===== config.mk =====
export PLATFORM = sky130hd
export DESIGN_NAME = uart_receiver
export DESIGN_NICKNAME = d
export VERILOG_FILES = /design/src/rtl/uart_pkg.sv /design/src/rtl/rx_sync.sv /design/src/rtl/uart_receiver.sv
export SDC_FILE = /design/constraint.sdc
export NUM_CORES = 1
export LEC_CHECK = 0
export ABC_CLOCK_PERIOD_IN_PS = 3600
export BUFFER_PORTS_ARGS = -buffer_cell sky130_fd_sc_hd__buf_2
export CAP_MARGIN = 20
export CORE_MARGIN = 4
export CORE_UTILIZATION = 39
export DETAILED_ROUTE_END_ITERATION = 6
export GPL_TIMING_DRIVEN = 0
export PLACE_DENSITY = 0.6
export SETUP_SLACK_MARGIN = 0.3
export SYNTH_ARGS = -nofsm -noshare
export SYNTH_HDL_FRONTEND = slang
export SYNTH_HIERARCHICAL = 1
export SYNTH_SLANG_ARGS = --single-unit

===== constraint.sdc =====
create_clock -name BCLK -period 3.6 [get_ports BCLK]
set_input_delay 0.18 -clock BCLK [delete_from_list [all_inputs] [get_ports BCLK]]
set_output_delay 0.18 -clock BCLK [all_outputs]
set_load 0.02 [all_outputs]

===== src/rtl/uart_pkg.sv =====
// Constants and receiver state encoding shared by the UART receive and transmit paths.
package uart_pkg;

  localparam int OVERSAMPLE_DEF = 16;
  localparam int DATA_BITS_DEF  = 8;

  typedef enum logic [2:0] {
    ST_IDLE      = 3'd0,
    ST_START     = 3'd1,
    ST_DATA      = 3'd2,
    ST_STOP      = 3'd3,
    ST_WAIT_HIGH = 3'd4
  } rx_state_e;

endpackage


===== src/rtl/rx_sync.sv =====
// Two-flop synchronizer for the asynchronous serial line; resets to the idle (high) level
// so that releasing reset never looks like a start bit.
module rx_sync (
  input  logic BCLK,
  input  logic RST,
  input  logic line_raw,
  output logic line_sync
);

  logic meta_r;
  logic sync_r;

  // Capture stage followed by resolution stage.
  always_ff @(posedge BCLK or negedge RST) begin
    if (!RST) begin
      meta_r <= 1'b1;
      sync_r <= 1'b1;
    end else begin
      meta_r <= line_raw;
      sync_r <= meta_r;
    end
  end

  assign line_sync = sync_r;

endmodule


===== src/rtl/uart_receiver.sv =====
// Oversampling UART receiver: start-bit qualification at mid-bit, LSB-first data shift,
// stop-bit check, and a one-byte holding register with ready/framing/overrun flags.
module uart_receiver
  import uart_pkg::*;
#(
  parameter int OVERSAMPLE = OVERSAMPLE_DEF,
  parameter int DATA_BITS  = DATA_BITS_DEF
) (
  input  logic                 BCLK,
  input  logic                 RST,
  input  logic                 RX_IN,
  input  logic                 rd_ack,
  output logic [DATA_BITS-1:0] RX_DATA,
  output logic                 rx_ready,
  output logic                 framing_err,
  output logic                 overrun_err,
  output logic                 rsr_busy
);

  localparam int SAMP_W = $clog2(OVERSAMPLE);
  localparam int BIT_W  = $clog2(DATA_BITS + 1);

  localparam logic [SAMP_W-1:0] SAMP_ZERO = {SAMP_W{1'b0}};
  localparam logic [SAMP_W-1:0] SAMP_ONE  = SAMP_W'(1'b1);
  localparam logic [SAMP_W-1:0] SAMP_MID  = SAMP_W'(OVERSAMPLE / 2 - 1);
  localparam logic [SAMP_W-1:0] SAMP_LAST = SAMP_W'(OVERSAMPLE - 1);
  localparam logic [BIT_W-1:0]  BIT_ZERO  = {BIT_W{1'b0}};
  localparam logic [BIT_W-1:0]  BIT_ONE   = BIT_W'(1'b1);
  localparam logic [BIT_W-1:0]  BIT_LAST  = BIT_W'(DATA_BITS);

  logic                 rx_s;
  rx_state_e            state_r;
  rx_state_e            state_nx_s;
  logic [SAMP_W-1:0]    samp_cnt_r;
  logic [SAMP_W-1:0]    samp_cnt_nx_s;
  logic [BIT_W-1:0]     bit_cnt_r;
  logic [BIT_W-1:0]     bit_cnt_nx_s;
  logic [DATA_BITS-1:0] shift_r;
  logic [DATA_BITS-1:0] shift_nx_s;
  logic                 load_s;

  logic [DATA_BITS-1:0] rx_data_r;
  logic                 rx_ready_r;
  logic                 framing_err_r;
  logic                 overrun_err_r;
  logic                 rsr_busy_r;

  rx_sync u_rx_sync (
    .BCLK      (BCLK),
    .RST       (RST),
    .line_raw  (RX_IN),
    .line_sync (rx_s)
  );

  // Next-state, counter and shift-register logic of the receive FSM.
  always_comb begin
    state_nx_s    = state_r;
    samp_cnt_nx_s = samp_cnt_r;
    bit_cnt_nx_s  = bit_cnt_r;
    shift_nx_s    = shift_r;
    load_s        = 1'b0;
    case (state_r)
      ST_IDLE: begin
        if (!rx_s) begin
          state_nx_s    = ST_START;
          samp_cnt_nx_s = SAMP_ZERO;
        end else begin
          state_nx_s = ST_IDLE;
        end
      end
      ST_START: begin
        if (samp_cnt_r == SAMP_MID) begin
          samp_cnt_nx_s = SAMP_ZERO;
          bit_cnt_nx_s  = BIT_ZERO;
          if (rx_s) begin
            state_nx_s = ST_IDLE;
          end else begin
            state_nx_s = ST_DATA;
          end
        end else begin
          samp_cnt_nx_s = samp_cnt_r + SAMP_ONE;
        end
      end
      ST_DATA: begin
        // The bit counter reaching DATA_BITS costs one extra cycle before STOP starts counting.
        if (bit_cnt_r == BIT_LAST) begin
          state_nx_s    = ST_STOP;
          samp_cnt_nx_s = SAMP_ZERO;
          bit_cnt_nx_s  = BIT_ZERO;
        end else if (samp_cnt_r == SAMP_LAST) begin
          shift_nx_s    = {rx_s, shift_r[DATA_BITS-1:1]};
          samp_cnt_nx_s = SAMP_ZERO;
          bit_cnt_nx_s  = bit_cnt_r + BIT_ONE;
        end else begin
          samp_cnt_nx_s = samp_cnt_r + SAMP_ONE;
        end
      end
      ST_STOP: begin
        if (samp_cnt_r == SAMP_LAST) begin
          load_s        = 1'b1;
          samp_cnt_nx_s = SAMP_ZERO;
          if (rx_s) begin
            state_nx_s = ST_IDLE;
          end else begin
            state_nx_s = ST_WAIT_HIGH;
          end
        end else begin
          samp_cnt_nx_s = samp_cnt_r + SAMP_ONE;
        end
      end
      ST_WAIT_HIGH: begin
        if (rx_s) begin
          state_nx_s = ST_IDLE;
        end else begin
          state_nx_s = ST_WAIT_HIGH;
        end
      end
      default: begin
        state_nx_s    = ST_IDLE;
        samp_cnt_nx_s = SAMP_ZERO;
        bit_cnt_nx_s  = BIT_ZERO;
      end
    endcase
  end

  // FSM state, counters and shift register.
  always_ff @(posedge BCLK or negedge RST) begin
    if (!RST) begin
      state_r    <= ST_IDLE;
      samp_cnt_r <= SAMP_ZERO;
      bit_cnt_r  <= BIT_ZERO;
      shift_r    <= {DATA_BITS{1'b0}};
    end else begin
      state_r    <= state_nx_s;
      samp_cnt_r <= samp_cnt_nx_s;
      bit_cnt_r  <= bit_cnt_nx_s;
      shift_r    <= shift_nx_s;
    end
  end

  // Holding register and status flags; a load takes priority over a same-cycle acknowledge.
  always_ff @(posedge BCLK or negedge RST) begin
    if (!RST) begin
      rx_data_r     <= {DATA_BITS{1'b0}};
      rx_ready_r    <= 1'b0;
      framing_err_r <= 1'b0;
      overrun_err_r <= 1'b0;
      rsr_busy_r    <= 1'b0;
    end else begin
      rsr_busy_r <= (state_nx_s != ST_IDLE);
      if (load_s) begin
        rx_data_r     <= shift_r;
        rx_ready_r    <= 1'b1;
        framing_err_r <= ~rx_s;
        if (rx_ready_r) begin
          overrun_err_r <= ~rd_ack;
        end else begin
          overrun_err_r <= overrun_err_r;
        end
      end else if (rd_ack && rx_ready_r) begin
        rx_ready_r    <= 1'b0;
        framing_err_r <= 1'b0;
        overrun_err_r <= 1'b0;
      end else begin
        rx_ready_r    <= rx_ready_r;
        framing_err_r <= framing_err_r;
        overrun_err_r <= overrun_err_r;
      end
    end
  end

  assign RX_DATA     = rx_data_r;
  assign rx_ready    = rx_ready_r;
  assign framing_err = framing_err_r;
  assign overrun_err = overrun_err_r;
  assign rsr_busy    = rsr_busy_r;

endmodule


==> insert_results.sql, run 1 <==
INSERT INTO impl_metrics (metric_group, metric, value, unit) VALUES
('clock_network', 'clock_tree_from_tritoncts', 'built', ''),
('global_route', 'initial_antenna_violation_count', '0', ''),
('sta', 'slew_viol_final', '0', ''),
('clock_network', 'post_cts_resize_count', '0', ''),
('clock_network', 'cts.htree.levels', '2', ''),
('sta', 'max_freq', '502', 'MHz'),
('sta', 'setup_ws', '1.61', 'ns'),
('sta', 'finalCriticalPeriod', '1.99', 'ns'),
('sta', 'max_slew.worst_pin.slew', '0.703', 'ns'),
('power_and_ir_drop', 'total_power_divided_by_cell_area', '588', 'nW/µm²'),
('cells_and_area', 'register_area', '828', 'µm²'),
('logic_synthesis', 'syn_avg_cell_area', '11.8', 'µm²'),
('global_route', 'aggregate_global_route_resource_usage', '13.8', '%'),
('route', 'drt_pass1_iterations', '4', ''),
('logic_synthesis', 'synth-edff-count', '0', ''),
('power_and_ir_drop', 'leakage', '0.876', 'nW'),
('route', 'wl_per_cell', '14.6', 'µm'),
('cells_and_area', 'fill_cells', '364', ''),
('power_and_ir_drop', 'power.ir.vdd_worst', '0.379', 'mV'),
('global_route', 'grt_start_max_net_pins', '34', ''),
('setup_path', 'worst-r2r-cell-count', '6', ''),
('die', 'fp.dieW', '71.7', 'µm'),
('clock_network', 'cts_num_sinks', '33', ''),
('setup_path', 'regToRegStartpoint', 'bit_cnt_r[0]$_DFFE_PN0P_', ''),
('clock_network', 'path_clk_slew', '0.06', 'ns'),
('cells_and_area', 'synthToLayoutAreaGrowth', '15.5', '%'),
('global_route', 'grt_remaining_overflow', '0', ''),
('die', 'start_util', '41.6', '%'),
('logic_synthesis', 'synth_top_flop_cell', 'sky130_fd_sc_hd__dfrtp_1', ''),
('logic_synthesis', 'synth.net_count', '141', ''),
('sta', 'final_hold_viol_count', '0', ''),
('clock_network', 'clkLatencyLatePin', '0.28', 'ns'),
('sta', 'post-route-period-util', '55.3', '%'),
('setup_path', 'setup.reg_to_reg.worst_slack', '1.61', 'ns'),
('clock_network', 'cts-buffers-inserted', '5', ''),
('logic_synthesis', 'ys_async_sr_fraction', '100', '%'),
('logic_synthesis', 'netlist_instances', '134', ''),
('logic_synthesis', 'synthesis.yosys.warnings', '6', ''),
('power_and_ir_drop', 'total_power', '1.07', 'mW'),
('setup_path', 'path_max_fanout', '9', ''),
('die', 'placementRows', '22', ''),
('sta', 'aggregate_negative_setup_slack', '0', 'ns'),
('route', 'vias_per_cell', '5.42', ''),
('worst_hold_path', 'hold_path.startpoint', 'rd_ack', ''),
('die', 'core_area', '3800', 'µm²'),
('worst_hold_path', 'timing.hold.worst.class', 'primary input to flip-flop', ''),
('run', 'timing.max_cap.violations', '0', ''),
('die', 'design.die.area', '5140', 'µm²'),
('cells_and_area', 'finalNetCount', '165', ''),
('route', 'detailroute.via_count', '1122', ''),
('cells_and_area', 'multi_input_combinational_cell_area', '681', 'µm²'),
('placed_design', 'routabilityCongestion', '0.817', ''),
('global_route', 'vias_in_the_first_global_route', '1155', ''),
('status', 'outcome', 'finished clean', ''),
('cells_and_area', 'post_route_cells_drive_above_1_share', '33.3', '%'),
('route', 'post-route-drc-count', '0', ''),
('clock_network', 'post_cts.repair.setup_buffers', '0', ''),
('route', 'total_wire_length', '3020', 'µm'),
('cells_and_area', 'most_common_cell_after_layout_fill_and_taps_aside', 'sky130_fd_sc_hd__dfrtp_1', ''),
('setup_path', 'wp_data_required', '3.77', 'ns'),
('setup_path', 'critPathKind', 'flip-flop to flip-flop', ''),
('setup_path', 'cp_data_arrival_time', '2.16', 'ns'),
('placed_design', 'dp.final_hpwl', '2140', 'µm'),
('global_route', 'grt_pass1_wl', '5380', 'µm'),
('worst_hold_path', 'hold-path-endpoint', 'overrun_err$_DFFE_PN0P_', ''),
('setup_path', 'critical_path.reg2reg.endpoint', 'shift_r[0]$_DFFE_PN0P_', ''),
('logic_synthesis', 'synth.cell_area', '1580', 'µm²'),
('sta', 'final-setup-viol-count', '0', ''),
('die', 'dieHeight', '71.7', 'µm'),
('sta', 'finalClockSkew', '0.00434', 'ns'),
('setup_path', 'timing.critical_path.to_type', 'flip-flop', '');
[sequential cells by signal, indices dropped and copies added (netlist names)]
signal / cells
RX_DATA: 8
bit_cnt_r: 4
framing_err: 1
overrun_err: 1
rsr_busy: 1
rx_ready: 1
samp_cnt_r: 4
shift_r: 8
state_r: 3
u_rx_sync/line_sync: 1
u_rx_sync/meta_r: 1
[critical path: stages, from the launching register on]
cell                      delay (ns)
sky130_fd_sc_hd__dfrtp_1        0.36
sky130_fd_sc_hd__inv_1          0.07
sky130_fd_sc_hd__ha_1           0.21
sky130_fd_sc_hd__and3b_1        0.19
sky130_fd_sc_hd__buf_6          0.13
sky130_fd_sc_hd__nor4_4         0.50
sky130_fd_sc_hd__mux2_2         0.41
[how the worst max path moves through the flow]
stage | start | end | slack [ns] | cells after the start
floorplan | bit_cnt_r[0]$_DFFE_PN0P_ | shift_r[0]$_DFFE_PN0P_ | 1.85 | 6
global placement | bit_cnt_r[0]$_DFFE_PN0P_ | shift_r[7]$_DFFE_PN0P_ | 1.60 | 6
detailed placement | bit_cnt_r[0]$_DFFE_PN0P_ | shift_r[1]$_DFFE_PN0P_ | 1.59 | 6
CTS | bit_cnt_r[0]$_DFFE_PN0P_ | shift_r[0]$_DFFE_PN0P_ | 1.59 | 6
global route | bit_cnt_r[0]$_DFFE_PN0P_ | shift_r[1]$_DFFE_PN0P_ | 1.46 | 6
finish | bit_cnt_r[0]$_DFFE_PN0P_ | shift_r[0]$_DFFE_PN0P_ | 1.61 | 6
[cell usage after synthesis, drive strengths merged, types with 2 or more instances]
library cell,n,share of area (%)
a31oi,3,1.2
o22ai,2,0.79
buf,4,2.0
nor2,12,2.8
a22o,2,1.2
nand3,4,1.3
nand2,8,2.1
ha,3,2.4
dfstp,2,3.3
inv,9,2.1
mux2,16,13
nor4,2,1.7
o32ai,2,1.1
and3,2,0.87
o21ai,5,1.6
dfrtp,31,49
clkbuf,2,0.47
a21oi,4,1.3
[layer usage]
layer  vias up  track usage, %  routed length [µm]
met5         -               0                   0
met2        21            20.9                1430
met1       562            16.6                1390
met4         0            6.26                  65
met3         8            6.31                 139
li1        531               -                   -
[area by class of cell]
cell class                      count  share of cell area, %
Inverter                            9                   1.85
Sequential cell                    33                   45.3
Clock buffer                        8                   4.93
Tap cell                           48                   3.29
Buffer                              6                   2.12
Timing Repair Buffer               17                   5.21
Multi-Input combinational cell     86                   37.3
[power breakdown]
part / total [mW] / internal, mW / switching, mW
registers: 0.488 / 0.429 / 0.0592
logic: 0.305 / 0.123 / 0.182
clock network: 0.281 / 0.156 / 0.125
total: 1.07 / 0.707 / 0.366
[timing repair]
action | in CTS | in global routing
endpoints found under the hold margin | 32 | 0
hold buffers | 2 | 0
endpoints found under the setup margin | 0 | 0
[stage by stage]
stage | hold slack, ns | instance area, µm² | cells | utilization, %
after detailed placement | 0.286 | 1720 | 197 | 45.2
after CTS | 0.0874 | 1830 | 207 | 48.1
after floorplan | -0.116 | 1580 | 134 | -
final | 0.0923 | 1830 | 207 | 48.1
after global routing | 0.0833 | 1830 | 207 | 48.1
after global placement | 0.275 | 1720 | 197 | 45.2
[cell families (layout without fill, tap and decap cells)]
family / after synthesis / count (layout) / share of synthesized area [%]
and+or+nand+nor: 37 / 37 / 13.6
DFF: 33 / 33 / 52.4
AOI/OAI and AO/OA: 28 / 28 / 13.1
muxes: 17 / 17 / 13.4
buffers and inverters: 15 / 40 / 4.59
adders and majority gates: 3 / 3 / 2.37
xor gates and xnor gates: 1 / 1 / 0.554
Power figures use the tool's default switching activity.
==> run 2, diff against run 1 <==
--- a/config.mk
+++ b/config.mk
@@ -5,14 +5,15 @@
 export SDC_FILE = /design/constraint.sdc
 export NUM_CORES = 1
 export LEC_CHECK = 0
-export ABC_CLOCK_PERIOD_IN_PS = 3600
+export ABC_AREA = 1
+export ABC_CLOCK_PERIOD_IN_PS = 1810
 export BUFFER_PORTS_ARGS = -buffer_cell sky130_fd_sc_hd__buf_2
 export CAP_MARGIN = 20
 export CORE_MARGIN = 4
 export CORE_UTILIZATION = 39
 export DETAILED_ROUTE_END_ITERATION = 6
 export GPL_TIMING_DRIVEN = 0
-export PLACE_DENSITY = 0.6
+export PLACE_DENSITY = 0.62
 export SETUP_SLACK_MARGIN = 0.3
 export SYNTH_ARGS = -nofsm -noshare
 export SYNTH_HDL_FRONTEND = slang
==> constraint.sdc (replaced) <==
create_clock -name BCLK -period 1.81 [get_ports BCLK]
set_input_delay 0.0905 -clock BCLK [delete_from_list [all_inputs] [get_ports BCLK]]
set_output_delay 0.0905 -clock BCLK [all_outputs]
set_load 0.02 [all_outputs]
==> insert_results.sql, run 2 <==
INSERT INTO impl_metrics (metric_group, metric, value, unit) VALUES
('sta', 'post-route-period-util', '82.0', '%'),
('cells_and_area', 'finalNetCount', '215', ''),
('die', 'core_area', '3800', 'µm²'),
('setup_path', 'timing.critical_path.to_type', 'flip-flop', ''),
('clock_network', 'path_clk_slew', '0.06', 'ns'),
('logic_synthesis', 'synth.cell_area', '1590', 'µm²'),
('route', 'total_wire_length', '3180', 'µm'),
('power_and_ir_drop', 'leakage', '1.01', 'nW'),
('logic_synthesis', 'netlist_instances', '173', ''),
('die', 'start_util', '41.8', '%'),
('sta', 'final-setup-viol-count', '0', ''),
('route', 'vias_per_cell', '4.79', ''),
('status', 'outcome', 'finished clean', ''),
('setup_path', 'wp_data_required', '1.98', 'ns'),
('global_route', 'grt_start_max_net_pins', '34', ''),
('die', 'dieHeight', '71.8', 'µm'),
('placed_design', 'io_buffers', '15', ''),
('clock_network', 'max-clock-path-buffers', '2', ''),
('clock_network', 'cts_num_sinks', '33', ''),
('cells_and_area', 'fill_cells', '348', ''),
('logic_synthesis', 'synth_top_flop_cell', 'sky130_fd_sc_hd__dfrtp_1', ''),
('die', 'io_pins', '16', ''),
('setup_path', 'max_stage_delay', '0.41', 'ns'),
('power_and_ir_drop', 'power.ir.vdd_worst', '0.870', 'mV'),
('setup_path', 'critical_path.slowest_cell', 'sky130_fd_sc_hd__dfrtp_1', ''),
('power_and_ir_drop', 'total_power_divided_by_cell_area', '1010', 'nW/µm²'),
('sta', 'max_slew.worst_pin.slew', '0.714', 'ns'),
('sta', 'holdWs', '0.111', 'ns'),
('global_route', 'grt_pass1_wl', '5290', 'µm'),
('logic_synthesis', 'yosysUniqueCellTypes', '24', ''),
('setup_path', 'timing.critical_path.cells', 'inv_2 > ha_4 > nand3b_1 > nand4_4 > buf_12 > nand2_4 > o21ai_2', ''),
('cells_and_area', 'synthToLayoutAreaGrowth', '26.9', '%'),
('sta', 'final_hold_viol_count', '0', ''),
('die', 'placementRows', '22', ''),
('setup_path', 'path_max_fanout', '5', ''),
('logic_synthesis', 'synth.top_cells.by_area', 'sky130_fd_sc_hd__dfrtp_1 (49%), sky130_fd_sc_hd__nand2_1 (12%), sky130_fd_sc_hd__o21ai_2 (8.8%), sky130_fd_sc_hd__inv_1 (4.7%), sky130_fd_sc_hd__nand3_1 (4.1%)', ''),
('sta', 'finalClockSkew', '0.00392', 'ns'),
('global_route', 'aggregate_global_route_resource_usage', '13.1', '%'),
('setup_path', 'setup.worst_path.start_class', 'flip-flop', ''),
('sta', 'max-slew-margin-rel', '52.4', '%'),
('sta', 'finalCriticalPeriod', '1.48', 'ns'),
('logic_synthesis', 'synth-seq-cells', '33', ''),
('clock_network', 'cts-buffers-inserted', '5', ''),
('placed_design', 'routabilityCongestion', '0.762', ''),
('worst_hold_path', 'timing.hold.worst.class', 'primary input to flip-flop', ''),
('route', 'drt.antenna.violating_nets', '0', ''),
('logic_synthesis', 'synthesis.yosys.warnings', '6', ''),
('die', 'fp.dieW', '71.8', 'µm'),
('cells_and_area', 'post_route_cells_drive_above_1_share', '34.9', '%'),
('logic_synthesis', 'leading_area_contributor_after_synthesis', 'sky130_fd_sc_hd__dfrtp_1', ''),
('clock_network', 'cts_root_buf', 'sky130_fd_sc_hd__clkbuf_8', ''),
('clock_network', 'cts.htree.levels', '2', ''),
('setup_path', 'critPathKind', 'flip-flop to flip-flop', ''),
('logic_synthesis', 'most_common_cell_in_the_synthesized_netlist', 'sky130_fd_sc_hd__nand2_1', ''),
('logic_synthesis', 'ys_async_sr_fraction', '100', '%'),
('logic_synthesis', 'post_synth_most_frequent_cells', 'sky130_fd_sc_hd__nand2_1 (52), sky130_fd_sc_hd__dfrtp_1 (31), sky130_fd_sc_hd__inv_1 (20)', ''),
('run', 'timing.max_cap.violations', '0', ''),
('route', 'drt_iter0_markers', '101', ''),
('placed_design', 'dp.final_hpwl', '2170', 'µm'),
('logic_synthesis', 'synth-edff-count', '0', ''),
('route', 'drt_pass1_iterations', '4', ''),
('global_route', 'vias_in_the_first_global_route', '1156', ''),
('sta', 'max_freq', '674', 'MHz'),
('sta', 'grt_setup_unrepaired', 'true', ''),
('logic_synthesis', 'syn_avg_cell_area', '9.19', 'µm²'),
('clock_network', 'clkLatencyLatePin', '0.28', 'ns'),
('cells_and_area', 'n_antenna_cell', '0', ''),
('sta', 'aggregate_negative_setup_slack', '0', 'ns'),
('clock_network', 'clock_tree_from_tritoncts', 'built', ''),
('logic_synthesis', 'synth.net_count', '180', ''),
('route', 'wl_per_cell', '12.4', 'µm'),
('logic_synthesis', 'synth_top_area_share', '48.8', '%'),
('global_route', 'grt_remaining_overflow', '0', ''),
('die', 'design.die.area', '5160', 'µm²'),
('global_route', 'initial_antenna_violation_count', '0', ''),
('setup_path', 'cp_data_arrival_time', '1.66', 'ns'),
('logic_synthesis', 'synth_seq_area_share', '52.1', '%'),
('cells_and_area', 'layout.cells.most_common_list', 'sky130_fd_sc_hd__nand2_1 (50), sky130_fd_sc_hd__dfrtp_1 (30), sky130_fd_sc_hd__inv_1 (18)', ''),
('cells_and_area', 'most_common_cell_after_layout_fill_and_taps_aside', 'sky130_fd_sc_hd__nand2_1', ''),
('route', 'post-route-drc-count', '0', ''),
('sta', 'slew_viol_final', '0', ''),
('route', 'detailroute.via_count', '1232', '');
## run 2: cell types whose count changed after synthesis, sizes merged, moves of 3 or more
| cell | change |
|---|---|
| o21ai | +13 |
| nand2 | +48 |
| mux2 | -16 |
| inv | +14 |
| nand4 | +3 |
| a31oi | -3 |
| nand3 | +11 |
## run 2: kinds of logic (layout without fill, tap and decap cells)
group                      Yosys count  in the layout  share of synthesized area [%]
AOI/OAI and AO/OA                   20             20                           10.1
xor gates and xnor gates             3              3                           1.65
adders and majority gates            3              3                           2.36
buffers and inverters               25             60                           7.01
DFF                                 33             33                           52.1
and+or+nand+nor                     89             90                           26.8
## run 2: worst paths after layout
path | end | depth (start not counted) | startpoint | slack, ns
max | shift_r[5]$_DFFE_PN0P_ | 7 | bit_cnt_r[0]$_DFFE_PN0P_ | 0.33
min | overrun_err$_DFFE_PN0P_ | 4 | rd_ack | 0.11
max reg2reg | shift_r[5]$_DFFE_PN0P_ | 7 | bit_cnt_r[0]$_DFFE_PN0P_ | 0.33
min reg2reg | u_rx_sync/line_sync$_DFF_PN1_ | 0 | u_rx_sync/meta_r$_DFF_PN1_ | 0.36
max in group asynchronous | samp_cnt_r[0]$_DFFE_PN0P_ | 2 | RST | 0.91
min in group asynchronous | shift_r[1]$_DFFE_PN0P_ | 2 | RST | 0.40
## run 2: timing repair
action                     in CTS  in global routing
pin swaps                       1                  2
setup endpoints to repair       2                 21
buffers inserted                0                  9
resized for setup               0                 17
hold buffers                    2                  0
gates cloned                    0                  2
hold endpoints to repair       32                  0
## run 2: worst max-delay path, delay by kind of cell, from the launching register on
family / cells / cell delay, ns
buffers and inverters: 2 / 0.28
and+or+nand+nor: 3 / 0.48
adders and majority gates: 1 / 0.16
DFF: 1 / 0.41
AOI/OAI and AO/OA: 1 / 0.04
## run 2: final cells by class
class | instances | area (µm²) | share of cell area [%]
multi-input combinational | 116 | 709 | 35.2
timing repair buffer | 27 | 208 | 10.3
clock buffer | 8 | 90.1 | 4.47
sequential | 33 | 830 | 41.1
tap | 48 | 60.1 | 2.98
inverter | 23 | 88.8 | 4.40
buffer | 2 | 31.3 | 1.55
## run 2: metal layers
metal | wire length (µm) | track usage (%)
met3 | 157 | 3.51
met5 | 0 | 0
met2 | 1470 | 20.2
met4 | 68 | 6.47
met1 | 1490 | 17.0
## run 2: per-stage QoR
| stage | std cells | setup slack (ns) | utilization [%] | area, µm² | total power, mW |
|---|---|---|---|---|---|
| floorplan | 173 | 0.497 | - | 1590 | 1.29 |
| global placement | 236 | 0.343 | 45.4 | 1720 | 1.40 |
| detailed placement | 236 | 0.301 | 45.4 | 1720 | 1.42 |
| CTS | 246 | 0.301 | 48.3 | 1830 | 1.98 |
| global route | 257 | 0.258 | 53.1 | 2020 | 2.21 |
| finish | 257 | 0.326 | 53.1 | 2020 | 2.05 |
## run 2: report_power, final
part	internal, mW	switching (mW)
clock network	0.310	0.252
registers	0.821	0.109
logic	0.209	0.347
==> run 3, diff against run 2 <==
--- a/config.mk
+++ b/config.mk
@@ -6,14 +6,14 @@
 export NUM_CORES = 1
 export LEC_CHECK = 0
 export ABC_AREA = 1
-export ABC_CLOCK_PERIOD_IN_PS = 1810
+export ABC_CLOCK_PERIOD_IN_PS = 1500
 export BUFFER_PORTS_ARGS = -buffer_cell sky130_fd_sc_hd__buf_2
 export CAP_MARGIN = 20
 export CORE_MARGIN = 4
 export CORE_UTILIZATION = 39
 export DETAILED_ROUTE_END_ITERATION = 6
 export GPL_TIMING_DRIVEN = 0
-export PLACE_DENSITY = 0.62
+export PLACE_DENSITY = 0.6
 export SETUP_SLACK_MARGIN = 0.3
 export SYNTH_ARGS = -nofsm -noshare
 export SYNTH_HDL_FRONTEND = slang
==> constraint.sdc (replaced) <==
create_clock -name BCLK -period 1.5 [get_ports BCLK]
set_input_delay 0.075 -clock BCLK [delete_from_list [all_inputs] [get_ports BCLK]]
set_output_delay 0.075 -clock BCLK [all_outputs]
set_load 0.02 [all_outputs]
==> insert_results.sql, run 3 (same netlist as run 2, synthesis figures left out) <==
INSERT INTO impl_metrics (metric_group, metric, value, unit) VALUES
('sta', 'slew_viol_final', '0', ''),
('placed_design', 'dp.final_hpwl', '2140', 'µm'),
('sta', 'final-setup-viol-count', '0', ''),
('sta', 'post-route-period-util', '92.6', '%'),
('setup_path', 'timing.critical_path.to_type', 'flip-flop', ''),
('power_and_ir_drop', 'power.ir.vdd_worst', '0.611', 'mV'),
('sta', 'max_slew.worst_pin.slew', '0.743', 'ns'),
('sta', 'finalCriticalPeriod', '1.39', 'ns'),
('setup_path', 'critical_path.slowest_cell', 'sky130_fd_sc_hd__dfrtp_1', ''),
('global_route', 'grt_use_met3', '6.03', '%'),
('clock_network', 'cts_num_sinks', '33', ''),
('setup_path', 'cp_data_arrival_time', '1.57', 'ns'),
('power_and_ir_drop', 'power_switching', '1.11', 'mW'),
('clock_network', 'cts-buffers-inserted', '5', ''),
('power_and_ir_drop', 'total_power', '3.01', 'mW'),
('route', 'total_wire_length', '3780', 'µm'),
('clock_network', 'cts_root_buf', 'sky130_fd_sc_hd__clkbuf_8', ''),
('cells_and_area', 'fill_cells', '342', ''),
('clock_network', 'clock_tree_from_tritoncts', 'built', ''),
('route', 'detailroute.via_count', '1319', ''),
('setup_path', 'wp_data_required', '1.68', 'ns'),
('die', 'io_pins', '16', ''),
('die', 'design.die.area', '5160', 'µm²'),
('setup_path', 'regToRegStartpoint', 'bit_cnt_r[0]$_DFFE_PN0P_', ''),
('status', 'outcome', 'finished clean', ''),
('route', 'post-route-drc-count', '0', ''),
('power_and_ir_drop', 'cellInternalPower', '1.90', 'mW'),
('sta', 'max_freq', '720', 'MHz'),
('sta', 'max-slew-margin-rel', '50.5', '%'),
('setup_path', 'timing.critical_path.cells', 'inv_2 > ha_4 > nand3b_1 > buf_6 > nand3_4 > nand3_4 > nand2_1 > nand2_1', ''),
('route', 'vias_per_cell', '4.96', ''),
('global_route', 'initial_antenna_violation_count', '0', ''),
('global_route', 'aggregate_global_route_resource_usage', '16.4', '%'),
('run', 'timing.max_cap.violations', '0', ''),
('die', 'core_area', '3800', 'µm²'),
('worst_hold_path', 'timing.hold.worst.class', 'primary input to flip-flop', ''),
('sta', 'finalClockSkew', '0.00422', 'ns'),
('power_and_ir_drop', 'total_power_divided_by_cell_area', '1330', 'nW/µm²'),
('power_and_ir_drop', 'power.clock.fraction', '28.1', '%'),
('setup_path', 'max_stage_delay', '0.39', 'ns'),
('route', 'drt_iter0_markers', '45', ''),
('die', 'start_util', '41.8', '%'),
('die', 'fp.dieW', '71.8', 'µm'),
('worst_hold_path', 'hold_path.startpoint', 'rd_ack', ''),
('placed_design', 'io_buffers', '15', ''),
('global_route', 'gr-max-usage-layer', 'met2', ''),
('cells_and_area', 'synthToLayoutAreaGrowth', '42.5', '%'),
('power_and_ir_drop', 'sw_frac_of_total', '36.8', '%'),
('sta', 'holdWs', '0.0987', 'ns'),
('setup_path', 'critPathKind', 'flip-flop to flip-flop', ''),
('cells_and_area', 'multi_input_combinational_cell_area', '843', 'µm²'),
('setup_path', 'path_max_fanout', '4', ''),
('route', 'drt.antenna.violating_nets', '0', ''),
('clock_network', 'path_clk_slew', '0.07', 'ns'),
('cells_and_area', 'n_antenna_cell', '0', ''),
('cells_and_area', 'post_route_cells_drive_above_1_share', '46.8', '%'),
('global_route', 'grtUsageMet1', '19.0', '%'),
('placed_design', 'routabilityCongestion', '0.930', ''),
('cells_and_area', 'most_common_cell_after_layout_fill_and_taps_aside', 'sky130_fd_sc_hd__nand2_1', ''),
('clock_network', 'cts.htree.levels', '2', ''),
('global_route', 'grt_pass1_wl', '6500', 'µm'),
('die', 'dieHeight', '71.8', 'µm'),
('global_route', 'grt_remaining_overflow', '0', ''),
('setup_path', 'timing.critical_path.from', 'bit_cnt_r[0]$_DFFE_PN0P_', ''),
('cells_and_area', 'finalNetCount', '224', ''),
('global_route', 'vias_in_the_first_global_route', '1415', ''),
('die', 'placementRows', '22', ''),
('power_and_ir_drop', 'share_seq_of_total_power', '37.7', '%'),
('route', 'drt_pass1_iterations', '4', ''),
('global_route', 'globalRouteMet2Util', '27.1', '%'),
('setup_path', 'setup.worst_path.start_class', 'flip-flop', ''),
('route', 'wl_per_cell', '14.2', 'µm'),
('power_and_ir_drop', 'leakage', '1.11', 'nW'),
('clock_network', 'max-clock-path-buffers', '2', ''),
('sta', 'grt_setup_unrepaired', 'true', ''),
('sta', 'final_hold_viol_count', '0', ''),
('clock_network', 'clkLatencyLatePin', '0.29', 'ns'),
('cells_and_area', 'layout.cells.most_common_list', 'sky130_fd_sc_hd__nand2_1 (41), sky130_fd_sc_hd__dfrtp_1 (28), sky130_fd_sc_hd__inv_1 (18)', ''),
('global_route', 'grt_start_max_net_pins', '34', ''),
('power_and_ir_drop', 'power.combinational.fraction', '34.2', '%'),
('cells_and_area', 'register_area', '832', 'µm²');
==> run 3: critical path: cells and delay by family, from the launching register on <==
| kind | cells | cell delay, ns |
|---|---|---|
| and+or+nand+nor | 5 | 0.48 |
| adders and majority gates | 1 | 0.13 |
| DFF | 1 | 0.39 |
| buffers and inverters | 2 | 0.27 |
==> run 3: final timing paths <==
path | to | slack, ns | cells past startpoint
worst max register to register | bit_cnt_r[2]$_DFFE_PN0P_ | 0.11 | 8
worst max-delay path | bit_cnt_r[2]$_DFFE_PN0P_ | 0.11 | 8
worst min register to register | u_rx_sync/line_sync$_DFF_PN1_ | 0.36 | 0
max in group asynchronous | state_r[1]$_DFF_PN0_ | 0.59 | 2
worst min-delay path | overrun_err$_DFFE_PN0P_ | 0.1 | 4
min in group asynchronous | samp_cnt_r[0]$_DFFE_PN0P_ | 0.38 | 2
==> run 3: stage by stage <==
| stage | worst slack [ns] | TNS (ns) | std cells | cell area [µm²] | utilization (%) |
|---|---|---|---|---|---|
| global placement | 0.0875 | 0 | 236 | 1750 | 46.1 |
| floorplan | 0.231 | 0 | 173 | 1620 | - |
| CTS | 0.146 | 0 | 262 | 2160 | 56.9 |
| finish | 0.111 | 0 | 266 | 2260 | 59.6 |
| global route | -0.00347 | -0.00632 | 266 | 2260 | 59.6 |
| detailed placement | 0.0809 | 0 | 236 | 1750 | 46.1 |
==> run 3: power groups by stage <==
stage / clock, mW / combinational, mW / sequential, mW
2_1_floorplan: 0 / 0.466 / 1.13
3_3_place_gp: 0 / 0.609 / 1.12
3_5_place_dp: 0 / 0.622 / 1.13
4_1_cts: 0.870 / 0.820 / 1.12
5_1_grt: 0.918 / 1.13 / 1.15
6_report: 0.847 / 1.03 / 1.13
==> run 3: final cells by class <==
class / instances / share of cell area, %
repair buffers: 36 / 12.5
plain buffers: 2 / 1.55
well taps: 48 / 2.65
flip-flops and latches: 33 / 36.7
inverters: 23 / 4.25
clock inverters: 3 / 2.04
clock buffers: 5 / 3.04
multi-input cells: 116 / 37.2
==> run 3: per-layer routing <==
metal	routed length, µm	up-vias	part of all wire [%]
met2	1970	24	52
met4	74	0	2.0
met5	0	-	0
met3	145	8	3.8
met1	1590	646	42
li1	-	641	-
==> run 3: what timing repair did <==
| item | in CTS | in global routing |
|---|---|---|
| setup endpoints to repair | 29 | 31 |
| hold buffers | 2 | 0 |
| hold endpoints to repair | 32 | 0 |
| pin swaps | 7 | 6 |
| resized for setup | 32 | 18 |
| gates cloned | 2 | 0 |
| buffers inserted | 14 | 4 |
